## src/rtl/rr_arbiter_8.sv

```systemverilog
// rr_arbiter_8: registered round-robin arbiter for eight requesters.
//
// The winner is the first requester at or after (last + 1) mod 8. A grant is
// held until the owner drops its request, or until MAX_HOLD granted cycles
// have elapsed (MAX_HOLD = 0 disables this). Every ownership change passes
// through one idle cycle with no grant.
//
// Ports:
//   clk       rising-edge clock
//   rst       synchronous, active-high reset
//   req       request vector, bit n = requester n
//   gnt       one-hot grant, zero when idle (decode of gnt_idx)
//   gnt_idx   index of the current owner, 0 when idle
//   gnt_valid high while a grant is active
//   preempt   one-cycle pulse in the gap cycle after a hold-limit expiry
module rr_arbiter_8 #(
  parameter int unsigned MAX_HOLD = 16
) (
  input  logic       clk,
  input  logic       rst,
  input  logic [7:0] req,
  output logic [7:0] gnt,
  output logic [2:0] gnt_idx,
  output logic       gnt_valid,
  output logic       preempt
);

  typedef enum logic [0:0] {StIdle, StGrant} state_e;

  // hold_cnt starts at 0 in the first granted cycle, so the owner is dropped
  // when the count reaches MAX_HOLD - 1.
  localparam bit        HoldEn   = (MAX_HOLD != 0);
  localparam logic [7:0] HoldLast = (MAX_HOLD == 0) ? 8'd0 : 8'(MAX_HOLD - 1);

  state_e     state_q, state_d;
  logic [7:0] gnt_q, gnt_d;
  logic [2:0] gnt_idx_q, gnt_idx_d;
  logic       gnt_valid_q, gnt_valid_d;
  logic       preempt_q, preempt_d;
  logic [2:0] last_q, last_d;
  logic [7:0] hold_cnt_q, hold_cnt_d;

  logic [2:0] winner;

  // Scan from farthest to nearest so the nearest set bit after last wins.
  always_comb begin
    winner = 3'd0;
    for (int unsigned i = 8; i >= 1; i--) begin
      if (req[last_q + 3'(i)]) begin
        winner = last_q + 3'(i);
      end
    end
  end

  always_comb begin
    state_d     = state_q;
    gnt_d       = gnt_q;
    gnt_idx_d   = gnt_idx_q;
    gnt_valid_d = gnt_valid_q;
    preempt_d   = 1'b0;
    last_d      = last_q;
    hold_cnt_d  = hold_cnt_q;

    unique case (state_q)
      StIdle: begin
        gnt_d       = 8'd0;
        gnt_idx_d   = 3'd0;
        gnt_valid_d = 1'b0;
        if (req != 8'd0) begin
          state_d     = StGrant;
          gnt_d       = 8'd1 << winner;
          gnt_idx_d   = winner;
          gnt_valid_d = 1'b1;
          last_d      = winner;
          hold_cnt_d  = 8'd0;
        end
      end
      StGrant: begin
        if (!req[gnt_idx_q]) begin
          // Release wins over a coincident expiry; no preempt pulse.
          state_d     = StIdle;
          gnt_d       = 8'd0;
          gnt_idx_d   = 3'd0;
          gnt_valid_d = 1'b0;
        end else if (HoldEn && (hold_cnt_q == HoldLast)) begin
          state_d     = StIdle;
          gnt_d       = 8'd0;
          gnt_idx_d   = 3'd0;
          gnt_valid_d = 1'b0;
          preempt_d   = 1'b1;
        end else if (hold_cnt_q != 8'hFF) begin
          hold_cnt_d = hold_cnt_q + 8'd1;
        end
      end
      default: begin
        state_d = StIdle;
      end
    endcase
  end

  always_ff @(posedge clk) begin
    if (rst) begin
      state_q     <= StIdle;
      gnt_q       <= 8'd0;
      gnt_idx_q   <= 3'd0;
      gnt_valid_q <= 1'b0;
      preempt_q   <= 1'b0;
      last_q      <= 3'd7;
      hold_cnt_q  <= 8'd0;
    end else begin
      state_q     <= state_d;
      gnt_q       <= gnt_d;
      gnt_idx_q   <= gnt_idx_d;
      gnt_valid_q <= gnt_valid_d;
      preempt_q   <= preempt_d;
      last_q      <= last_d;
      hold_cnt_q  <= hold_cnt_d;
    end
  end

  assign gnt       = gnt_q;
  assign gnt_idx   = gnt_idx_q;
  assign gnt_valid = gnt_valid_q;
  assign preempt   = preempt_q;

endmodule

```

## config.mk

```make
export PLATFORM = sky130hd
export DESIGN_NAME = rr_arbiter_8
export DESIGN_NICKNAME = d
export VERILOG_FILES = /design/src/rtl/rr_arbiter_8.sv
export SDC_FILE = /design/constraint.sdc
export NUM_CORES = 1
export LEC_CHECK = 0
export CAP_MARGIN = 20
export CORE_MARGIN = 2
export CORE_UTILIZATION = 55
export DETAILED_ROUTE_END_ITERATION = 10
export GPL_ROUTABILITY_DRIVEN = 0
export PLACE_DENSITY = 0.79
export SLEW_MARGIN = 25
export SYNTH_ARGS = -nofsm -noshare
export SYNTH_HDL_FRONTEND = slang
export SYNTH_SLANG_ARGS = --single-unit
export TNS_END_PERCENT = 20
```

## constraint.sdc

```tcl
create_clock -name clk -period 3.65 [get_ports clk]
set_input_delay 0.73 -clock clk [delete_from_list [all_inputs] [get_ports clk]]
set_output_delay 0.73 -clock clk [all_outputs]
set_load 0.01 [all_outputs]
```

Word-level counts from Yosys, hierarchy flattened
Index checks and enable logic that the tools add are counted.
Widths: inputs -> output; s select.
Storage, ports and cells
  bits in registers: 25
  word-level logic and storage cells: 85
  output and inout bits: 13
  bits of input ports: 10
Cells by class
  equality and inequality tests: 7
  shifts and indexed selects: 1
  reduce and logical (&&, ||, !) cells: 4
  bitwise operators: 2
  add/sub/neg operators: 8
  muxes and demuxes: 47
  $lt $le $gt $ge: 9
Operators with widths (count)
  $mux 8: 7
  $lt 3x4->1 const B: 9
  $mux 3: 11
  $pmux 8 s2: 2
  $bmux 1 s3: 9
  $mux 1: 15
  $add 3x3->3 const B: 4
  $add 8x1->8 const B: 1
  $eq 8x4->1 const B: 1
  $ne 8x8->1 const B: 1
  $reduce_bool 8->1: 1
  $shl 1x3->8 const A: 1
  $add 3x2->3 const B: 2
  $pmux 3 s2: 1
  $ne 2x1->1 const B: 2
  $ne 2x2->1 const B: 2
  $pmux 1 s2: 2
  $reduce_and 4->1: 1
  $add 3x1->3 const B: 1
  $ne 3x2->1 const B: 1
  $reduce_or 3->1: 1
  $not 1->1: 2
  $reduce_and 2->1: 1

Logic depth before layout (Yosys ltp)
  depth after elaboration: 13
  depth in mapped cells: 11
  depth with buffers taken out: 9

Least setup slack after synthesis
No wires, ideal clock.
  path kind: register to register
  start: reg last_q[1]
  end: reg gnt_q[2], in the netlist gnt[2]
  stages on the path, launching flop included: 12
  setup slack: 0.487 ns
  data required time: 3.549 ns
  path buffers: 2
  setup time: 0.101 ns
  arrival: 3.062 ns
  clock period less this slack: 3.163 ns
  cell sequence: dfxtp_1 > buf_2 > inv_1 > ha_1 > buf_4 > mux4_2 > mux2_2 > o32ai_4 > a21oi_2 > o31ai_4 > nand2_2 > o41ai_1
On the way
  cells in the longest elaborated chain, start to end: 13
  elaborated cells between the ends (all ways): 34
  those cells by class: add/sub: 7; shift: 1; mux: 26
Ends and longest elaborated chain
  start: declaration: line 40  | logic [2:0] last_q, last_d;
  start signal: assignment: line 116  | last_q <= last_d;
  $add 3x3->3 / $bmux 1 s3 (equally long branches): line 49, 50
  $bmux 1 s3 / $mux 1 (equally long branches): line 49  | if (req[last_q + 3'(i)]) begin
  $mux 1 (not written as such) / $mux 3 (equally long branches): line 49
  $mux 3 (6 in a row): line 49
  $mux 3 *: line 49
  $shl 1x3->8 *: line 71  | gnt_d = 8'd1 << winner;
  $mux 8 *: line 69  | if (req != 8'd0) begin
  $pmux 8 s2 *: line 64  | unique case (state_q)
  end signal: assignment: line 112  | gnt_q <= gnt_d;
  end: declaration: line 36  | logic [7:0] gnt_q, gnt_d;
Mark *: on every way between the ends. The rest lies on a longest branch, timed or not. The select of a mux whose other input is x is not followed.
A chain may end at the register's enable or synchronous reset.

Worst setup path in the final report
  start: in req[1]
  end: reg gnt_q[6], in the netlist gnt[6]
On the way
  cells in the longest elaborated chain, start to end: 13
  elaborated cells between the ends (all ways): 32
  those cells by class: eq/ne: 1; shift: 1; mux: 29; reduce/logical: 1
Ends and longest elaborated chain
  start: declaration: line 21  | input logic [7:0] req,
  $bmux 1 s3: line 49
  $mux 1 (not written as such): line 49
  $mux 3 (8 in a row): line 49
  $shl 1x3->8: line 71
  $mux 8: line 69
  $pmux 8 s2: line 64
Several ways; a longest one is shown, not always the timed one. The select of a mux whose other input is x is not followed.

==> flow_summary.toml <==
[pwr]
worst_ir_drop_vdd_v = 0.000411
power_leakage_nw = 0.793
power_per_standard_cell_area_nw_per_um2 = 932
total_power_mw = 1.98

[clock_tree]
htreeDepth = 1
ctsLongestPathBuffers = 2
clk_latency_ns = 0.31
worst_setup_hold_path_clk_slew_ns = 0.13
cts_tree = "done"
tritoncts_num_sinks = 25
post_cts_resized = 0
cts_hold_repair.buffers = 0
cts_inserted_buffers = 3
post_cts.repair.setup_buffers = 0
root_buffer = "clkbuf_4"

[worst_setup_path]
max_stage_delay_ns = 0.59
critical_path.reg2reg.endpoint = "gnt[3]"
start_kind = "input pin"
crit_path_top_delay_cell = "mux4_2"
crit-reg2reg-launch = "last_q[0]"
critical_path_class = "input pin to flip-flop"
worstRegToRegCells = 9
cp_data_arrival_time_ns = 3.50
critical_path_required_ns = 3.91
crit_path_max_fanout = 8
endpoint_kind = "flip-flop"
setup.worst_path.start = "req[1]"
rrSetupSlack_ns = 0.44
critical_path_end = "gnt[6]"
crit_chain = "clkdlybuf4s50_1, mux4_2, a32o_1, o31a_1, o311ai_1, a31oi_1, nor3_4, a32o_2"

[yosys]
async_reset_ff_share_pct = 0
synth.ff_latch_count = 25
yosysUniqueCellTypes = 54
post_synth_instance_area_um2 = 1870
synth-edff-count = 0
synth.net_count = 208
synth_top_flop_cell = "dfxtp_1"
yosysSeqAreaShare_pct = 26.8
syn_avg_cell_area_um2 = 9.57
syn_inst = 195
yosys_warnings = 0

[timing]
setup_viol = 0
slew_headroom_pct = 49.1
worstMarginPinSlew_ns = 0.763
period_utilisation_layout_pct = 88.7
setup_repair_after_global_routing_missed_its_margin = "no"
final_period_minus_worst_setup_slack_ns = 3.24
hold-worst-slack_ns = 0.468
fin_ws_ns = 0.413
final.setup.tns_ns = 0
finClkSkew_ns = 0.00472
achievable-frequency_mhz = 309
finalMaxSlewViolations = 0
report.final.hold_viol_count = 0

[finish]
final-instance-count-excl-fill = 261
share_of_final_layout_standard_cells_stronger_than_drive_strength_1_pct = 15.3
synthToLayoutAreaGrowth_pct = 13.5
nets = 229
antenna_cells_inserted = 0
finalInstanceArea_um2 = 2120
layout_common_cells = "25 x nand2_1, 25 x dfxtp_1, 22 x clkdlybuf4s50_1"
finish.utilization_pct = 64.0

[detailed_routing]
drt_pre_antenna_iters = 4
route.detailed.drc = 0
drt-wirelength-per-cell_um = 16.3
antenna_left = 0
route.vias.total = 1635
route.final.wire_length_um = 4250
avgViaCountPerCell = 6.26
detail_route.iter0.violations = 130

[global_route]
grt_remaining_overflow = 0
global_route.usage.total_pct = 22.7
grt_start_max_net_pins = 19
antenna_found_initial = 0
grt_first_pass_wirelength_um = 7280
grt_pass1_vias = 1586

[worst_hold_path]
min-delay-start = "gnt[2]"
hold_path_stages = 2
worst_hold_path_type = "flip-flop to flip-flop"

[die]
rows = 21
die_height_um = 62.3
io_pins = 23
floorplan.initialDensity_pct = 56.4
die_width_um = 62.3
die_area_um2 = 3880
core_region_area_um2 = 3310

[placed_design]
dpl.cell_count = 257
dp_slack_ns = 0.0943
placement_cell_area_um2 = 2090
port-buffer-count = 22
detailedPlacementHpwl_um = 3390

[flow_run]
max_cap_violations = 0

[outcome]
status = "finished, final reports clean"
routing by layer:
metal | global-route usage [%] | vias up | part of all wire [%] | routed length, um
li1 | - | 787 | - | -
met1 | 28.6 | 803 | 42 | 1790
met2 | 41.0 | 39 | 53 | 2240
met3 | 3.26 | 6 | 3.7 | 159
met4 | 5.56 | 0 | 1.3 | 57
met5 | 0 | - | 0 | 0
registers in the layout (all words and copies together) (netlist names):
signal / flops
preempt: 1
state_q: 1
gnt_valid: 1
gnt_idx: 3
last_q: 3
hold_cnt_q: 8
gnt: 8
worst max-delay path: cells and delay by family:
family / cells / cell delay [ns]
AO/OA/AOI/OAI: 5 / 1.33
buffers and inverters: 1 / 0.51
AND/OR/NAND/NOR: 1 / 0.33
multiplexers: 1 / 0.59
layout make-up:
cell class,instances,area [um2]
inverter,6,22.5
multi-input combinational,156,1280
tap,46,57.6
fill,294,1190
clock inverter,1,5.00
sequential,25,500
timing repair buffer,24,235
clock buffer,3,22.5
logic make-up after synthesis:
kind of cell             after synthesis  share of synthesized area, %
AND/OR/NAND/NOR                       68                          18.6
AO/OA/AOI/OAI                         51                          21.1
flip-flops                            25                          26.8
multiplexers                          22                          21.0
buffers and inverters                 14                          4.82
XOR/XNOR                              12                          5.63
adder cells (fa/ha/maj)                3                          2.01
where the power goes:
| part | leakage [nW] | internal [mW] | switching [mW] |
|---|---|---|---|
| Clock | 0.0177 | 0.0409 | 0.0790 |
| Combinational | 0.571 | 0.618 | 0.832 |
| Sequential | 0.204 | 0.335 | 0.0713 |
| Total | 0.793 | 0.993 | 0.982 |
worst min-delay path by stage:
stage	to	slack [ns]
detailed placement	gnt[2]	0.45
global route	gnt[7]	0.50
global placement	gnt[1]	0.44
CTS	gnt[2]	0.48
finish	gnt[2]	0.47
floorplan	gnt[0]	0.48
cells in the mapped netlist (5+ instances only):
cell type  count  area [um2]
dfxtp_1       25         500
nand2_1       25        93.8
a21oi_1       14        70.1
nor2_1        13        48.8
xor2_1         9        78.8
mux4_2         8         180
inv_1          6        22.5
o21ai_0        6        30.0
mux2_2         5        56.3
mux2i_1        5        50.1
(Power assumes the default switching activity.)
